`config.mk`:
```
export PLATFORM = sky130hd
export DESIGN_NAME = cp0_exc_unit_flat
export DESIGN_NICKNAME = d
export VERILOG_FILES = /design/src/rtl/cp0_pkg.sv /design/src/rtl/cp0_exc_unit_if.sv /design/src/rtl/cp0_timer.sv /design/src/rtl/cp0_exc_unit.sv /design/src/flat_wrapper.sv
export SDC_FILE = /design/constraint.sdc
export NUM_CORES = 1
export LEC_CHECK = 0
export CAP_MARGIN = 20
export CORE_MARGIN = 4
export CORE_UTILIZATION = 39
export DETAILED_ROUTE_END_ITERATION = 7
export PLACE_DENSITY = 0.83
export SYNTH_ARGS = -nofsm -noshare
export SYNTH_HDL_FRONTEND = slang
export SYNTH_SLANG_ARGS = --single-unit
```
`constraint.sdc`:
```
create_clock -name clk -period 2.85 [get_ports clk]
set_input_delay 0.57 -clock clk [delete_from_list [all_inputs] [get_ports clk]]
set_output_delay 0.57 -clock clk [all_outputs]
set_load 0.02 [all_outputs]
```
`src/rtl/cp0_pkg.sv`:
```
// CP0 shared definitions: register numbers, ExcCode values, SR/Cause bit positions.
// Latency: n/a (constants and one constant helper function only).
// Backpressure: n/a.
package cp0_pkg;

  // CP0 register numbers as seen by mtc0/mfc0
  localparam logic [4:0] REG_COUNT   = 5'd9;
  localparam logic [4:0] REG_COMPARE = 5'd11;
  localparam logic [4:0] REG_SR      = 5'd12;
  localparam logic [4:0] REG_CAUSE   = 5'd13;
  localparam logic [4:0] REG_EPC     = 5'd14;
  localparam logic [4:0] REG_PRID    = 5'd15;

  // ExcCode values produced by the decoder/pipeline; 0 doubles as "no exception"
  typedef enum logic [4:0] {
    EXC_INT     = 5'd0,
    EXC_ADEL    = 5'd4,
    EXC_ADES    = 5'd5,
    EXC_SYSCALL = 5'd8,
    EXC_RI      = 5'd10,
    EXC_OV      = 5'd12
  } exc_code_e;

  // SR bit positions
  localparam int SR_IE_BIT  = 0;
  localparam int SR_EXL_BIT = 1;
  localparam int SR_IM_LSB  = 10;
  localparam int SR_IP7_BIT = 15;

  // Cause bit positions
  localparam int CAUSE_BD_BIT  = 31;
  localparam int CAUSE_IP_LSB  = 10;
  localparam int CAUSE_EXC_LSB = 2;
  localparam int CAUSE_IP7_BIT = 15;

  // Writable SR bits: IE, EXL and one IM bit per external interrupt line
  function automatic logic [31:0] sr_impl_mask(input int hw);
    logic [31:0] m;
    m = '0;
    m[SR_IE_BIT]  = 1'b1;
    m[SR_EXL_BIT] = 1'b1;
    for (int i = 0; i < hw; i++) begin
      m[SR_IM_LSB+i] = 1'b1;
    end
    return m;
  endfunction

endpackage

```
`src/rtl/cp0_exc_unit_if.sv`:
```
// M-stage <-> CP0 signal bundle: exception/interrupt inputs, mtc0/mfc0 port, flush request.
// Latency: n/a (wires only).
// Backpressure: none; req is a one-cycle flush request the pipeline must honour.
interface cp0_exc_unit_if #(
  parameter int HW_INT_NUM = 6
);
  logic [31:0]           pc_in;
  logic                  bd_in;
  logic [4:0]            exc_code_in;
  logic [HW_INT_NUM-1:0] hw_int;
  logic                  we;
  logic [4:0]            addr;
  logic [31:0]           wdata;
  logic                  exl_clr;
  logic [31:0]           rdata;
  logic                  req;
  logic [31:0]           handler_pc;
  logic [31:0]           epc_out;

  // Pipeline side
  modport master (
    output pc_in, bd_in, exc_code_in, hw_int, we, addr, wdata, exl_clr,
    input  rdata, req, handler_pc, epc_out
  );

  // CP0 side
  modport slave (
    input  pc_in, bd_in, exc_code_in, hw_int, we, addr, wdata, exl_clr,
    output rdata, req, handler_pc, epc_out
  );
endinterface

```
`src/rtl/cp0_timer.sv`:
```
// CP0 Count/Compare timer with sticky pending flag (built only with CP0_TIMER_EN).
// Latency: pending visible the cycle after Count==Compare.
// Backpressure: none; Compare write clears pending and wins over a same-cycle match.
module cp0_timer (
  input  logic        clk_i,
  input  logic        reset_i,
  input  logic        cmp_we_i,
  input  logic [31:0] cmp_wdata_i,
  output logic [31:0] count_o,
  output logic [31:0] compare_o,
  output logic        pend_o
);

  logic [31:0] count_q, count_d;
  logic [31:0] compare_q, compare_d;
  logic        pend_q, pend_d;

  // Free-running count, Compare load, sticky match flag
  always_comb begin
    count_d   = count_q + 32'd1;
    compare_d = compare_q;
    pend_d    = pend_q;
    if (cmp_we_i) begin
      compare_d = cmp_wdata_i;
      pend_d    = 1'b0;
    end else if (count_q == compare_q) begin
      pend_d    = 1'b1;
    end
  end

  // Timer state registers
  always_ff @(posedge clk_i) begin
    if (!reset_i) begin
      count_q   <= '0;
      compare_q <= '0;
      pend_q    <= 1'b0;
    end else begin
      count_q   <= count_d;
      compare_q <= compare_d;
      pend_q    <= pend_d;
    end
  end

  assign count_o   = count_q;
  assign compare_o = compare_q;
  assign pend_o    = pend_q;

endmodule

```
`src/rtl/cp0_exc_unit.sv`:
```
// CP0 exception/interrupt unit: SR/Cause/EPC/PRId, flush request, ERET return address.
// Latency: req is combinational (0 cycles); register updates land at the next edge.
// Backpressure: none; while SR.EXL=1 no further requests are raised. Timer option: CP0_TIMER_EN.
module cp0_exc_unit
  import cp0_pkg::*;
#(
  parameter int          HW_INT_NUM = 6,
  parameter logic [31:0] EXC_ENTRY  = 32'h0000_4180,
  parameter logic [31:0] PRID_VAL   = 32'h4255_4141
) (
  input logic           clk,
  input logic           reset,
  cp0_exc_unit_if.slave bus
);

`ifdef CP0_TIMER_EN
  localparam logic [31:0] SR_WMASK = sr_impl_mask(HW_INT_NUM) | (32'd1 << SR_IP7_BIT);
`else
  localparam logic [31:0] SR_WMASK = sr_impl_mask(HW_INT_NUM);
`endif

  logic [31:0]           sr_q, sr_d;
  logic [31:0]           epc_q, epc_d;
  logic                  bd_q, bd_d;
  logic [4:0]            exc_q, exc_d;
  logic [HW_INT_NUM-1:0] ip_q;

  logic        int_req, exc_req, req, wr_ok, tmr_int;
  logic [31:0] cause_rd, rdata_c;

`ifdef CP0_TIMER_EN
  logic [31:0] count, compare;
  logic        tmr_pend;

  cp0_timer u_timer (
    .clk_i       (clk),
    .reset_i     (reset),
    .cmp_we_i    (wr_ok && (bus.addr == REG_COMPARE)),
    .cmp_wdata_i (bus.wdata),
    .count_o     (count),
    .compare_o   (compare),
    .pend_o      (tmr_pend)
  );

  assign tmr_int = tmr_pend & sr_q[SR_IP7_BIT];
`else
  assign tmr_int = 1'b0;
`endif

  // Live hw_int (not the sampled IP) drives interrupts so they are taken without a cycle of lag
  assign int_req = ((|(bus.hw_int & sr_q[SR_IM_LSB +: HW_INT_NUM])) | tmr_int)
                   & sr_q[SR_IE_BIT] & ~sr_q[SR_EXL_BIT];
  assign exc_req = (|bus.exc_code_in) & ~sr_q[SR_EXL_BIT];
  assign req     = int_req | exc_req;
  // An instruction being flushed must not commit its mtc0
  assign wr_ok   = bus.we & ~req;

  // Next state: mtc0 first, then ERET clear, then exception entry overrides
  always_comb begin
    sr_d  = sr_q;
    epc_d = epc_q;
    bd_d  = bd_q;
    exc_d = exc_q;
    if (wr_ok && (bus.addr == REG_SR)) begin
      sr_d = bus.wdata & SR_WMASK;
    end
    if (wr_ok && (bus.addr == REG_EPC)) begin
      epc_d = bus.wdata;
    end
    if (bus.exl_clr) begin
      sr_d[SR_EXL_BIT] = 1'b0;
    end
    if (req) begin
      sr_d[SR_EXL_BIT] = 1'b1;
      bd_d             = bus.bd_in;
      exc_d            = int_req ? 5'(EXC_INT) : bus.exc_code_in;
      // Delay-slot faults restart at the branch; PC stored unmasked so AdEL keeps the bad address
      epc_d            = bus.bd_in ? (bus.pc_in - 32'd4) : bus.pc_in;
    end
  end

  // CP0 state registers; IP tracks the interrupt lines every cycle
  always_ff @(posedge clk) begin
    if (!reset) begin
      sr_q  <= '0;
      epc_q <= '0;
      bd_q  <= 1'b0;
      exc_q <= '0;
      ip_q  <= '0;
    end else begin
      sr_q  <= sr_d;
      epc_q <= epc_d;
      bd_q  <= bd_d;
      exc_q <= exc_d;
      ip_q  <= bus.hw_int;
    end
  end

  // Assemble the Cause view from its fields
  always_comb begin
    cause_rd                                    = '0;
    cause_rd[CAUSE_BD_BIT]                      = bd_q;
    cause_rd[CAUSE_IP_LSB +: HW_INT_NUM]        = ip_q;
    cause_rd[CAUSE_EXC_LSB +: 5]                = exc_q;
`ifdef CP0_TIMER_EN
    cause_rd[CAUSE_IP7_BIT]                     = cause_rd[CAUSE_IP7_BIT] | tmr_pend;
`endif
  end

  // mfc0 read mux on pre-edge state
  always_comb begin
    rdata_c = '0;
    case (bus.addr)
      REG_SR:      rdata_c = sr_q;
      REG_CAUSE:   rdata_c = cause_rd;
      REG_EPC:     rdata_c = epc_q;
      REG_PRID:    rdata_c = PRID_VAL;
`ifdef CP0_TIMER_EN
      REG_COUNT:   rdata_c = count;
      REG_COMPARE: rdata_c = compare;
`endif
      default:     rdata_c = '0;
    endcase
  end

  assign bus.rdata      = rdata_c;
  assign bus.req        = req;
  assign bus.handler_pc = EXC_ENTRY;
  // Bypass lets an mtc0 EPC directly ahead of ERET take effect without a stall
  assign bus.epc_out    = (wr_ok && (bus.addr == REG_EPC)) ? bus.wdata : epc_q;

endmodule

```
`src/flat_wrapper.sv`:
```
// flat-port wrapper written by rule: the top's interface ports become plain ports
module cp0_exc_unit_flat import cp0_pkg::*;
#(
  parameter int          HW_INT_NUM = 6,
  parameter logic [31:0] EXC_ENTRY  = 32'h0000_4180,
  parameter logic [31:0] PRID_VAL   = 32'h4255_4141
)
  (clk, reset, bus_pc_in, bus_bd_in, bus_exc_code_in, bus_hw_int, bus_we, bus_addr, bus_wdata, bus_exl_clr, bus_rdata, bus_req, bus_handler_pc, bus_epc_out);
  cp0_exc_unit_if #(.HW_INT_NUM(HW_INT_NUM)) bus_i ();
  input logic clk;
  input logic reset;
  input wire logic [$bits(bus_i.pc_in)-1:0] bus_pc_in;
  input wire logic [$bits(bus_i.bd_in)-1:0] bus_bd_in;
  input wire logic [$bits(bus_i.exc_code_in)-1:0] bus_exc_code_in;
  input wire logic [$bits(bus_i.hw_int)-1:0] bus_hw_int;
  input wire logic [$bits(bus_i.we)-1:0] bus_we;
  input wire logic [$bits(bus_i.addr)-1:0] bus_addr;
  input wire logic [$bits(bus_i.wdata)-1:0] bus_wdata;
  input wire logic [$bits(bus_i.exl_clr)-1:0] bus_exl_clr;
  output wire logic [$bits(bus_i.rdata)-1:0] bus_rdata;
  output wire logic [$bits(bus_i.req)-1:0] bus_req;
  output wire logic [$bits(bus_i.handler_pc)-1:0] bus_handler_pc;
  output wire logic [$bits(bus_i.epc_out)-1:0] bus_epc_out;
  assign bus_i.pc_in = bus_pc_in;
  assign bus_i.bd_in = bus_bd_in;
  assign bus_i.exc_code_in = bus_exc_code_in;
  assign bus_i.hw_int = bus_hw_int;
  assign bus_i.we = bus_we;
  assign bus_i.addr = bus_addr;
  assign bus_i.wdata = bus_wdata;
  assign bus_i.exl_clr = bus_exl_clr;
  assign bus_rdata = bus_i.rdata;
  assign bus_req = bus_i.req;
  assign bus_handler_pc = bus_i.handler_pc;
  assign bus_epc_out = bus_i.epc_out;
  cp0_exc_unit #(.HW_INT_NUM(HW_INT_NUM), .EXC_ENTRY(EXC_ENTRY), .PRID_VAL(PRID_VAL)) u_core (.clk(clk), .reset(reset), .bus(bus_i));
endmodule
```
Yosys cells after proc, flatten, opt, wreduce, memory -nomap -nowiden

Index checks and enable logic that the tools add are counted.

Output and inout bits: 97
Logic and storage cells: 32
Bits of input ports: 85
Register bits after elaboration: 52
Memories kept: 0
Memory bits (writable): 0
Bits in latches: 0
ROM bits: 0

$mul: 0
Add/sub/neg operators: 1
Eq/ne operators: 4
Shifts and indexed selects: 0
Magnitude comparators: 0
Multiplexer cells: 8
Bitwise operators: 8
Reduce and logical (&&, ||, !) cells: 5
Div/mod/pow operators: 0

Operators by type and width:

| kind                    | count |
|---|---|
| $pmux W32 S4            | 1 |
| $mux W32                | 3 |
| $sub A32 B3 Y32 const B | 1 |
| $eq A5 B4 Y1 const B    | 4 |
| $and A6 B6 Y6           | 1 |
| $reduce_or A6 Y1        | 1 |
| $mux W5                 | 1 |
| $reduce_or A5 Y1        | 1 |
| $and A1 B1 Y1           | 4 |
| $reduce_bool A3 Y1      | 1 |
| $logic_and A1 B1 Y1     | 2 |
| $mux W1                 | 2 |
| $mux W2                 | 1 |
| $not A1 Y1              | 2 |
| $or A1 B1 Y1            | 1 |

Longest topological paths before layout

Gate-level depths: netlist (run 1).

Depth after elaboration: 11
Depth in mapped cells: 7
Mapped depth without buffers: 6

Least setup slack after synthesis (run 1)

Ideal clock, no wire load.

Kind: input to output
From: input port bus_exc_code_in[1]
To: output port bus_epc_out[10]
Stages: 6
Required time: 2280 ps
Arrival: 2530 ps
Path buffers: 2
Path slack: -250 ps
Cells stage by stage: or4_1 o21ba_2 clkbuf_1 nor3_1 buf_2 mux2_2

Longest elaborated chain between the ends: 7

Ends and longest elaborated chain:

| item                | line                | RTL |
|---|---|---|
| from (decl)         | flat_wrapper.sv:14  | `input wire logic [$bits(bus_i.exc_code_in)-1:0] bus_exc_code_in;` |
| $reduce_or A5 Y1    | cp0_exc_unit.sv:53  | `assign exc_req = (\|bus.exc_code_in) & ~sr_q[SR_EXL_BIT];` |
| $and A1 B1 Y1       | cp0_exc_unit.sv:53  |  |
| $or A1 B1 Y1        | cp0_exc_unit.sv:54  | `assign req = int_req \| exc_req;` |
| $not A1 Y1          | cp0_exc_unit.sv:56  | `assign wr_ok = bus.we & ~req;` |
| $and A1 B1 Y1       | cp0_exc_unit.sv:56  |  |
| $logic_and A1 B1 Y1 | cp0_exc_unit.sv:130 | `assign bus.epc_out = (wr_ok && (bus.addr == REG_EPC)) ? bus.wdata : epc_q;` |
| $mux W32            | n/a                 |  |
| to (decl)           | flat_wrapper.sv:23  | `output wire logic [$bits(bus_i.epc_out)-1:0] bus_epc_out;` |

Every way passes these cells.

Worst setup path after layout (run 1)

From: input port bus_exc_code_in[3]
To: output port bus_epc_out[22]

The elaborated chain is that of the path after synthesis.

==> results.cfg, run 1 <==
[run_status]
status = complete, but fails checks
violations = negative setup slack

[timing]
setup_viol = 32
timing_worst_slew_pin_value_ns = 0.726
fin_worst_skew_ns = 0.00835
fin_ws_ns = -0.164
slew_headroom_pct = 51.6
grt_setup_unrepaired = true
report.final.slew_viol_count = 0
fin_crit_ns = 3.01
fmax_ghz = 0.332
timing.final.hold_violations = 0
holdWs_ns = 0.472
timing.final.crit_share_pct = 106

[synth]
ys_warn_count = 0
synth_seq_cells = 52
synth_edf_count = 0
synthFlopType = dfxtp_1
syn_avg_cell_area_sq_um = 8.39
synth_seq_area_share_pct = 25.1
synth-async-reset-ratio_pct = 0
ys_types = 56
syn_inst = 495
synth.cell_area_sq_um = 4150

[global_route]
antenna_found_initial = 0
gr-total-overflow = 0
grt-busiest-layer = met2
grt_usage_pct = 24.7
gr-usage-met1_pct = 31.0
grt_max_degree = 28
grt_pass1_wl_um = 25300
use_met3_pct = 3.66
use_met2_pct = 42.6
grt_pass1_vias = 4792

[place]
dp_hpwl_um = 12100
portBuffers = 149
placed_area_sq_um = 6200
placedCellCount = 802
place_congestion = 0.927

[final_layout]
diodes = 0
final_util_pct = 63.7
fin_area_sq_um = 6580
instances_no_fill = 826
final_nets = 775
drive_above_1_share_pct = 26.7
fill_cells = 838
areaGrowthSynthToFinish_pct = 58.4

[critical_path]
path_max_fanout = 7
reg2reg_from = u_core.sr_q[11]$_SDFFE_PN0P_
worstPathArrival_ns = 2.44
required_ns = 2.28
worstReg2RegEnd = u_core.epc_q[22]$_SDFF_PN0_
r2r_cells = 7
critPathKind = in2out
critPathCapture = bus_epc_out[22]
crit_start = bus_exc_code_in[3]
startpoint_type = primary input
crit_path_end_kind = output pin
rrSetupSlack_ns = 0.81

[hold_path]
hp-class = reg2reg

[route]
drtAntennaViolNets = 0
viasPerCell = 5.96
wl_um = 16200
route.detailed.drc = 0
first_pass_iters = 5
drt-wirelength-per-cell_um = 19.6
drtIter0Drc = 393
vias = 4921

[floorplan]
die_y_um = 111
io_pins = 182
initial_core_util_pct = 40.2
die_area_sq_um = 12400
core_sq_um = 10300
fp-row-count = 37
die_w_um = 111

[clock_network]
clock-sinks = 52
htree_levels = 2
clkLatencyLatePin_ns = 0.31
cts_inserted_buffers = 5
cts_tree = built
clk_path_buf_depth = 2
clk_pin_slew_ns = 0.09
clockRootBuffer = clkbuf_8

[power]
p_leak_nw = 2.77
vdd_drop_max_v = 0.000273
cellPowerDensity_nw_per_um2 = 328

[run]
max-cap-violations = 0
[cell type report]
| cell class | count | area, sq um | area share, % |
|---|---|---|---|
| multi-input combinational | 390 | 2970 | 45.2 |
| timing repair buffer | 234 | 2250 | 34.2 |
| sequential | 52 | 1040 | 15.8 |
| tap | 136 | 170 | 2.59 |
| clock buffer | 6 | 82.6 | 1.26 |
| clock inverter | 2 | 38.8 | 0.590 |
| inverter | 6 | 22.5 | 0.342 |
[flip-flops by register name, summed over array words and instances, names as in the netlist]
signal,cells
u_core.bd_q,1
u_core.sr_q,8
u_core.epc_q,32
u_core.ip_q,6
u_core.exc_q,5
[placed cells by master, fill, tap and decap left out, types with 6 or more instances in the layout]
cell type         n
a2111oi_0        19
a211oi_1         10
a21oi_1          14
a311oi_1         27
and2_1            6
and3_1           11
buf_4            74
buf_6            38
clkbuf_8          6
clkdlybuf4s50_1  77
conb_1           32
dfxtp_1          52
dlygate4sd2_1    25
dlymetal6s2s_1   11
inv_1             6
mux2_4           32
mux2i_1          29
nand2_1          22
nor2_1           42
nor3_1            8
nor4_1            9
o21ai_0           6
o31a_1           22
o31ai_1          12
or3_1             7
or4_1            17
[through the flow]
| step | setup TNS [ns] | setup slack (ns) | power [mW] |
|---|---|---|---|
| final | -4.45 | -0.164 | 2.16 |
| after global routing | -5.04 | -0.179 | 2.24 |
| after CTS | -4.42 | -0.157 | 2.15 |
| after detailed placement | -32.80 | -0.919 | 1.59 |
| after global placement | -30.66 | -0.869 | 1.58 |
| after floorplan | -0.0192 | -0.000641 | 1.25 |
[routing by layer]
layer / vias up / wire [um]
li1: 2261 / -
met1: 2324 / 6350
met2: 286 / 7890
met3: 50 / 1400
met4: 0 / 563
met5: - / 0
[worst min path at each step]
stage,cells past startpoint,start,end
3_3_place_gp,2,u_core.bd_q$_SDFFE_PN0N_,u_core.bd_q$_SDFFE_PN0N_
2_1_floorplan,2,u_core.bd_q$_SDFFE_PN0N_,u_core.bd_q$_SDFFE_PN0N_
4_1_cts,2,u_core.bd_q$_SDFFE_PN0N_,u_core.bd_q$_SDFFE_PN0N_
6_report,2,u_core.bd_q$_SDFFE_PN0N_,u_core.bd_q$_SDFFE_PN0N_
3_5_place_dp,2,u_core.bd_q$_SDFFE_PN0N_,u_core.bd_q$_SDFFE_PN0N_
5_1_grt,2,u_core.sr_q[0]$_SDFFE_PN0P_,u_core.sr_q[0]$_SDFFE_PN0P_
[cells by family after synthesis]
family / Yosys count / synth area share (%)
compound gates: 135 / 25.7
xor+xnor: 5 / 1.06
fa+ha+maj: 1 / 0.301
buf+inv: 83 / 10.9
flops: 52 / 25.1
mux: 63 / 16.2
other cells: 2 / 0.181
simple gates: 154 / 20.6
[synthesized netlist by cell type, drive strengths merged (11+ instances only)]
cell	instances	area, sq um
dfxtp	52	1040
or4	19	146
clkbuf	37	139
and3	11	68.8
a311oi	28	245
o31ai	12	90.1
a21oi	14	70.1
nor2	42	158
buf	40	290
a2111oi	19	166
mux2	34	383
mux2i	29	290
nand2	23	86.3
nor3	11	60.1
o31a	23	203
[report_power, final]
| group | total (mW) | internal (mW) | switching, mW |
|---|---|---|---|
| Combinational | 0.783 | 0.397 | 0.387 |
| Sequential | 0.833 | 0.782 | 0.0512 |
| Clock | 0.541 | 0.288 | 0.253 |
[critical path, stage by stage]
cell and delay [ns]:
buf_6 0.09, or4_4 0.54, o21ba_4 0.23, nor3_4 0.25, buf_12 0.19, buf_8 0.13
mux2_4 0.30, buf_6 0.13
[what timing repair did]
item	CTS	global route
gates resized for setup	257	16
pin swaps	4	9
hold buffers	0	0
buffers inserted	11	7
endpoints found under the setup margin	63	44
Power figures use the tool's default switching activity.
==> inputs of run 2 (changes only) <==
--- a/config.mk
+++ b/config.mk
@@ -5,7 +5,7 @@
 export SDC_FILE = /design/constraint.sdc
 export NUM_CORES = 1
 export LEC_CHECK = 0
-export CAP_MARGIN = 20
+export CAP_MARGIN = 5
 export CORE_MARGIN = 4
 export CORE_UTILIZATION = 39
 export DETAILED_ROUTE_END_ITERATION = 7
==> results of run 2 <==
No change in the layout: final DEF, timing and power equal those of run 1.
